[src/rtl/exec_sequencer.sv]
// ============================================================================
// exec_sequencer
//
// Multi-cycle control sequencer for the decode/execute datapath. It owns the
// PC, fetches one instruction at a time over a req/ack memory handshake,
// issues it to the execute unit, waits for completion, then commits the
// register-file write and advances or redirects the PC.
//
// Instruction flow: FETCH (>=1) -> DECODE (1) -> EXECUTE (>=1) -> WRITEBACK (1)
//
// Ports:
//   clk, reset            rising-edge clock, asynchronous active-high reset
//   start, stop           control pulses (begin at RESET_PC / stop at boundary)
//   imem_req/addr/ack/rdata  instruction fetch handshake (addr = pc)
//   instr_valid           one-cycle issue strobe in the first EXECUTE cycle
//   instruction           registered instruction (IR)
//   exec_done/result/wr_en/branch_taken/branch_target
//                         completion bundle from the execute unit
//   rf_we/waddr/wdata     register-file write port, active in WRITEBACK
//   pc, busy, halted, error, instr_count   status
//
// Every output is either a register or decoded purely from registers, so
// there is no combinational path from any input to any output.
// ============================================================================
module exec_sequencer #(
    parameter int unsigned     AW           = 16,
    parameter logic [AW-1:0]   RESET_PC     = '0,
    parameter logic [6:0]      HALT_OPCODE  = 7'h7F,
    parameter int unsigned     EXEC_TIMEOUT = 64
) (
    input  logic          clk,
    input  logic          reset,
    input  logic          start,
    input  logic          stop,
    output logic          imem_req,
    output logic [AW-1:0] imem_addr,
    input  logic          imem_ack,
    input  logic [31:0]   imem_rdata,
    output logic          instr_valid,
    output logic [31:0]   instruction,
    input  logic          exec_done,
    input  logic [31:0]   exec_result,
    input  logic          exec_wr_en,
    input  logic          branch_taken,
    input  logic [AW-1:0] branch_target,
    output logic          rf_we,
    output logic [4:0]    rf_waddr,
    output logic [31:0]   rf_wdata,
    output logic [AW-1:0] pc,
    output logic          busy,
    output logic          halted,
    output logic          error,
    output logic [31:0]   instr_count
);

    // The timeout counter only ever holds 0 .. EXEC_TIMEOUT-1.
    localparam int unsigned    CW       = (EXEC_TIMEOUT > 2) ? $clog2(EXEC_TIMEOUT) : 1;
    localparam logic [CW-1:0]  TMO_LAST = CW'(EXEC_TIMEOUT - 1);

    typedef enum logic [2:0] {
        S_IDLE,
        S_FETCH,
        S_DECODE,
        S_EXECUTE,
        S_WRITEBACK,
        S_HALTED,
        S_ERROR
    } state_t;

    state_t          state;
    state_t          state_n;

    logic [AW-1:0]   pc_q;
    logic [31:0]     ir_q;
    logic [31:0]     result_q;
    logic            wr_en_q;
    logic            branch_q;
    logic [AW-1:0]   target_q;
    logic [CW-1:0]   tmo_cnt;
    logic            instr_valid_q;
    logic            stop_pending;
    logic [31:0]     instr_count_q;

    logic            is_halt;
    logic            target_misaligned;
    logic            exec_timed_out;

    assign is_halt           = (ir_q[6:0] == HALT_OPCODE);
    assign target_misaligned = branch_q && (target_q[1:0] != 2'b00);
    assign exec_timed_out    = !exec_done && (tmo_cnt == TMO_LAST);

    // ------------------------------------------------------------------------
    // State register
    // ------------------------------------------------------------------------
    // NOTE: sequential state is always written with non-blocking (<=) so every
    // flop samples the pre-edge values of its neighbours.
    always_ff @(posedge clk or posedge reset) begin
        if (reset) begin
            state <= S_IDLE;
        end else begin
            state <= state_n;
        end
    end

    // ------------------------------------------------------------------------
    // Next-state logic
    // ------------------------------------------------------------------------
    always_comb begin
        // NOTE: defaulting state_n before the case keeps every path assigned,
        // so no latch is inferred.
        state_n = state;
        case (state)
            S_IDLE, S_HALTED, S_ERROR: begin
                if (start) state_n = S_FETCH;
            end
            S_FETCH: begin
                if (imem_ack) state_n = S_DECODE;
            end
            S_DECODE: begin
                state_n = is_halt ? S_HALTED : S_EXECUTE;
            end
            S_EXECUTE: begin
                if (exec_done)           state_n = S_WRITEBACK;
                else if (exec_timed_out) state_n = S_ERROR;
            end
            S_WRITEBACK: begin
                // A stop arriving in the writeback cycle itself still lands on
                // this instruction boundary.
                if (target_misaligned)          state_n = S_ERROR;
                else if (stop_pending || stop)  state_n = S_IDLE;
                else                            state_n = S_FETCH;
            end
            default: state_n = S_IDLE;
        endcase
    end

    // ------------------------------------------------------------------------
    // Datapath registers: PC, IR, captured execute bundle, counters
    // ------------------------------------------------------------------------
    always_ff @(posedge clk or posedge reset) begin
        if (reset) begin
            pc_q          <= RESET_PC;
            ir_q          <= '0;
            result_q      <= '0;
            wr_en_q       <= 1'b0;
            branch_q      <= 1'b0;
            target_q      <= '0;
            tmo_cnt       <= '0;
            instr_valid_q <= 1'b0;
            stop_pending  <= 1'b0;
            instr_count_q <= '0;
        end else begin
            instr_valid_q <= 1'b0;

            case (state)
                S_IDLE, S_HALTED, S_ERROR: begin
                    if (start) begin
                        pc_q          <= RESET_PC;
                        instr_count_q <= '0;
                        stop_pending  <= 1'b0;
                    end
                end

                S_FETCH: begin
                    if (stop)     stop_pending <= 1'b1;
                    if (imem_ack) ir_q         <= imem_rdata;
                end

                S_DECODE: begin
                    tmo_cnt <= '0;
                    if (is_halt) begin
                        // Halting consumes any outstanding stop request.
                        stop_pending <= 1'b0;
                    end else begin
                        instr_valid_q <= 1'b1;
                        if (stop) stop_pending <= 1'b1;
                    end
                end

                S_EXECUTE: begin
                    tmo_cnt <= tmo_cnt + CW'(1);
                    if (exec_done) begin
                        result_q <= exec_result;
                        wr_en_q  <= exec_wr_en;
                        branch_q <= branch_taken;
                        target_q <= branch_target;
                    end
                    if (exec_timed_out) begin
                        stop_pending <= 1'b0;
                    end else if (stop) begin
                        stop_pending <= 1'b1;
                    end
                end

                S_WRITEBACK: begin
                    // Every exit from writeback either honours the stop or
                    // lands in ERROR, so the request is consumed here.
                    stop_pending <= 1'b0;
                    if (instr_count_q != '1) begin
                        instr_count_q <= instr_count_q + 32'd1;
                    end
                    if (!branch_q) begin
                        pc_q <= pc_q + AW'(4);
                    end else if (!target_misaligned) begin
                        pc_q <= target_q;
                    end
                end

                default: ;
            endcase
        end
    end

    // ------------------------------------------------------------------------
    // Outputs (registers or pure state decodes)
    // ------------------------------------------------------------------------
    assign imem_req    = (state == S_FETCH);
    assign imem_addr   = pc_q;
    assign instr_valid = instr_valid_q;
    assign instruction = ir_q;

    assign rf_we       = (state == S_WRITEBACK) && wr_en_q && (ir_q[11:7] != 5'd0);
    assign rf_waddr    = ir_q[11:7];
    assign rf_wdata    = result_q;

    assign pc          = pc_q;
    assign busy        = (state == S_FETCH) || (state == S_DECODE) ||
                         (state == S_EXECUTE) || (state == S_WRITEBACK);
    assign halted      = (state == S_HALTED);
    assign error       = (state == S_ERROR);
    assign instr_count = instr_count_q;

endmodule

[config.mk]
export PLATFORM = sky130hd
export DESIGN_NAME = exec_sequencer
export DESIGN_NICKNAME = d
export VERILOG_FILES = /design/src/rtl/exec_sequencer.sv
export SDC_FILE = /design/constraint.sdc
export NUM_CORES = 1
export LEC_CHECK = 0
export BUFFER_PORTS_ARGS = -buffer_cell sky130_fd_sc_hd__buf_4
export CORE_ASPECT_RATIO = 1.75
export CORE_UTILIZATION = 45
export CTS_BUF_LIST = sky130_fd_sc_hd__clkbuf_16
export DETAILED_ROUTE_END_ITERATION = 8
export PLACE_DENSITY = 0.76
export SYNTH_ARGS = -nofsm -noshare
export SYNTH_HDL_FRONTEND = slang
export SYNTH_SLANG_ARGS = --single-unit
[constraint.sdc]
create_clock -name clk -period 4.5 [get_ports clk]
set_clock_uncertainty 0.2 [all_clocks]
set_input_delay 0.675 -clock clk [delete_from_list [all_inputs] [get_ports clk]]
set_output_delay 0.675 -clock clk [all_outputs]
set_load 0.03 [all_outputs]
# Yosys cells after proc, flatten, opt, wreduce, memory -nomap -nowiden

Index checks and enable logic that the tools add are counted.

Mux-type cells: 23
Shifts and indexed selects: 0
Bitwise gates (word level): 0
Multiply operators: 0
$lt $le $gt $ge: 0
Reductions and logical operators: 22
Equality and inequality tests: 14
Divide/modulo/power cells: 0
Add/sub/neg operators: 3

Operators by type and width:

| operator              | count |
|---|---|
| $mux 32               | 2 |
| $pmux 32 s2           | 1 |
| $mux 16               | 3 |
| $add 32x1->32 const B | 1 |
| $ne 32x32->1 const B  | 1 |
| $pmux 16 s2           | 1 |
| $mux 3                | 6 |
| $add 16x3->16 const B | 1 |
| $pmux 3 s5            | 1 |
| $pmux 6 s2            | 1 |
| $reduce_bool 5->1     | 2 |
| $eq 3x3->1 const B    | 3 |
| $reduce_and 3->1      | 3 |
| $eq 7x7->1 const B    | 1 |
| $mux 1                | 7 |
| $add 6x1->6 const B   | 1 |
| $eq 3x2->1 const B    | 2 |
| $eq 6x6->1 const B    | 1 |
| $ne 3x3->1 const B    | 2 |
| $reduce_and 2->1      | 3 |
| $reduce_bool 2->1     | 3 |
| $pmux 1 s5            | 1 |
| $logic_and 1x1->1     | 4 |
| $logic_or 1x1->1      | 4 |
| other kinds (6)       | 7 |

Latch bits: 0
Word-level logic and storage cells: 73
Bits of input ports: 88
Output and inout port bits: 139
Memories: 0
Register bits: 141
Memory bits (read-only): 0
Bits in writable memories: 0

# Depth between registers and ports, before layout

Depth after elaboration: 5
Mapped depth: 7
Mapped depth without buffers: 6

# Worst setup path after synthesis

No wires, ideal clock.

Kind: reg2out
Start: register state[0]
End: output port rf_we
Path slack: 1.893 ns
Arrival: 1.732 ns
Buffers on the path: 3
Data required time: 3.625 ns
Cell stages (with the launch flop): 6
Path through: dfrtp_1 -> buf_2 -> nor3b_4 -> buf_2 -> buf_1 -> o311a_1

Word-level cells in the longest chain between the ends: 3

RTL lines:

| item                            | line | RTL |
|---|---|---|
| from (decl)                     | 70   | `state_t state;` |
| from (signal assigned)          | 101  | `state <= state_n;` |
| $eq 3x3->1                      | 222  | `assign rf_we = (state == S_WRITEBACK) && wr_en_q && (ir_q[11:7] != 5'd0);` |
| $logic_and 1x1->1 (2 in series) | 222  |  |
| to (decl)                       | 46   | `output logic rf_we,` |

No other way between the ends.

# Worst setup path in the final report

Start: register state[2]
End: output port rf_we

The elaborated chain is that of the path after synthesis.

==> parameters.txt <==
Parameter                              Value

Floorplanning
  Number of placed I/O pins ... between 200 and 250
  Starting density of the core ... 46.07%
  Die Ht ... approximately 170 µm
  Number of core rows ... between 50 and 60
  Die footprint ... about 0.016 mm²
  Area of the core ... 0.01491 mm²
  Horizontal die dimension ... ~95 µm

Logic synthesis
  Sequential cell area fraction in the yosys report ... around half
  Synthesized cell area ... a little under 0.007 mm²
  EDFF count, synth ... 0
  Share of the synthesized area in the top cell type ... between 50% and 60%
  Post-Syn Nets ... about 710
  Number of library cell types mapped by synthesis ... 64
  Synth top area cells ... dfrtp_1 (51%), mux2_2 (13%), nand2_1 (2.6%)
  Average footprint of a synthesized cell ... between 10 and 15 µm²
  Top-count cell post-synth ... dfrtp_1
  Cell count after synthesis ... around 620
  Number of flip-flops and latches in the synthesized netlist ... between 100 and 150
  Total number of yosys warnings ... 0
  Most frequent cells after synthesis ... dfrtp_1 (141), mux2_2 (79), nand2_1 (48)
  Post-synthesis async set-or-reset flop share ... 100.0%
  Largest area contributor in the synthesized netlist ... dfrtp_1
  Most used flip-flop cell after synthesis ... dfrtp_1

Timing
  Final-report hold violation count ... 0
  Crit path time final ... a little over 3000 ps
  Final setup violating endpoints ... 0
  Slew at the pin with the worst max-slew slack ... 1123 ps
  Top achievable clock speed ... ~320 MHz
  RSZ-0062 raised after global routing ... false
  Final clock period utilization by the worst path ... 68.79%
  Final worst hold slack ... approximately 270 ps
  Relative slew margins ... 24.60%
  Worst Slack Setup Final ... 1405 ps
  Max Transition Viols Final ... 0
  Setup tns final ... 0 ps

Cells and area
  Filler Cells Inserted ... approximately 1200
  Diode count ... 0
  Sequential standard cell area ... 0.003528 mm²
  Footprint of the multi-input gates ... 0.002983 mm²
  Share of post-route cells with drive strength above 1 ... a little over two fifths
  Post-route non-filler standard cell count ... just over 1000
  Synth-to-layout area growth ... 32.87%
  Final net count ... between 900 and 1000

Pwr
  PD cells ... about 700 mW/mm²
  Overall Power ... 0.006273 W
  Leakage power total ... approximately 4.3 nW
  Worst supply voltage drop on vdd ... about 380 µV

Run
  Maxcap violations ... 0

CTS
  TritonCTS Buffers ... 17
  Worst-case clock buffer depth ... 2
  Number of clock sinks ... ~140
  Clock tree from TritonCTS ... built
  CTS Hold Buffers Added ... 0
  Clock-pin slew on the worst setup and hold paths ... roughly 70 ps
  Post-CTS Repair Setup Buffers ... 0
  H-Tree Depth ... 4
  Clock root cell ... clkbuf_16
  CTS resizes ... 0
  Source-to-sink clock delay at the later pin of the worst-skew pair ... 410 ps

Setup path
  Reg2Reg Capture Point ... instr_count[1]
  Kind of critical path ... flop to output pin
  CP Capture Type ... output pin
  Launch point of the worst reg-to-reg path ... instr_count[0]
  Arrival @ worst endpoint ... 2220 ps
  Critical path startpoint category ... flop
  R2r worst-path depth ... 6
  Critical path data required time ... around 3600 ps
  Largest driver fanout on the critical path ... 18
  FF-to-FF setup slack ... between 1500 and 2000 ps

Global route
  Gr ovfl total ... 0
  Number of antenna violations at the first check in global routing ... 0
  First-pass GRT wire length ... 27.05 mm
  Vias in the first global route ... approximately 5500
  Maximum number of pins on one net before global-route repair ... 142
  GR Util All Layers ... 22.26%

Routing
  Total via count in the routed design ... around 5600
  Ratio of routed vias to standard cells ... 5.510
  Count of TritonRoute iterations in the first routing pass ... 4
  DRC violation count after routing ... 0
  Total wire length after detailed routing ... around 17 mm
  Drt first-iter violations ... 290
  Avg WL per Cell ... 17.08 µm
  Number of nets with antenna violations after routing ... 0

Placed design
  DP Wirelength ... 12.13 mm
  Cell count after placement ... 986
  Total of buffers placed on input and output ports ... between 200 and 250
  Pre-CTS WS ... 1702 ps
  Final RePlAce weighted congestion ... about 0.86

Run status
  Result of the run ... complete, no violations

Min path
  Min-Delay Path Class ... input port to asynchronous set/reset pin
worst max-delay path: stages, from the launching register on:
cell     delay [ps]
dfrtp_1         650
nor3b_4         490
buf_4           310
o311a_1         190
buf_4           160
metal layers:
| metal | vias up | GRT usage [%] | wire, µm |
|---|---|---|---|
| li1 | 2663 | - | - |
| met1 | 2745 | 26.20 | 6604 |
| met2 | 174 | 38.54 | 9632 |
| met3 | 27 | 5.403 | 745 |
| met4 | 0 | 8.616 | 403 |
| met5 | - | 0 | 0 |
flip-flops by register name, summed over array words and instances (netlist names):
| signal | count |
|---|---|
| target_q | 16 |
| state | 3 |
| branch_q | 1 |
| instr_valid | 1 |
| stop_pending | 1 |
| instruction | 32 |
| wr_en_q | 1 |
| tmo_cnt | 6 |
| rf_wdata | 32 |
| imem_addr | 16 |
| instr_count | 32 |
final cells by class:
| class | count | share of cell area, % |
|---|---|---|
| clock inverter | 15 | 1.508 |
| inverter | 16 | 0.6990 |
| timing repair buffer | 233 | 19.30 |
| tap | 183 | 2.508 |
| multi-input combinational | 413 | 32.68 |
| clock buffer | 17 | 4.660 |
| sequential | 141 | 38.65 |
cells in the final DEF, fill, tap and decap left out, types with 15 or more instances in the layout:
master     netlist  layout
nand4_1         16      16
buf_4           22     232
and3_1          15      15
clkbuf_16        0      17
inv_1           16      15
nor2_1          37      37
o21ai_0         27      27
a21oi_1         28      28
nand3_1         21      20
dfrtp_1        141     141
mux2_2          79      79
nand2_1         48      48
cell families after synthesis:
logic type,share of synthesized area [%]
multiplexers,14.31
AO/OA/AOI/OAI,13.40
XOR/XNOR,0.5100
flip-flops,51.36
AND/OR/NAND/NOR,14.35
buffers and inverters,5.372
adder cells (fa/ha/maj),0.6921
worst max path at each step:
stage                   startpoint             end  slack [ps]  cells after the start
detailed placement  instr_count[0]  instr_count[1]        1700                      6
CTS                       state[2]           rf_we        1420                      4
finish                    state[2]           rf_we        1400                      4
floorplan                    reset        branch_q        1860                      1
global route              state[2]           rf_we        1230                      4
global placement    instr_count[0]  instr_count[1]        1830                      6
power by group:
part,switching (W),internal (W)
registers,0.000412,0.00174
logic,0.00162,0.00115
clock network,0.000578,0.000768
stage by stage:
step | utilization [%] | area, µm²
after floorplan | - | 6874
after global placement | 57.44 | 8566
after detailed placement | 57.44 | 8566
after CTS | 61.22 | 9129
after global routing | 61.22 | 9129
final | 61.22 | 9129
Power figures use the tool's default switching activity.
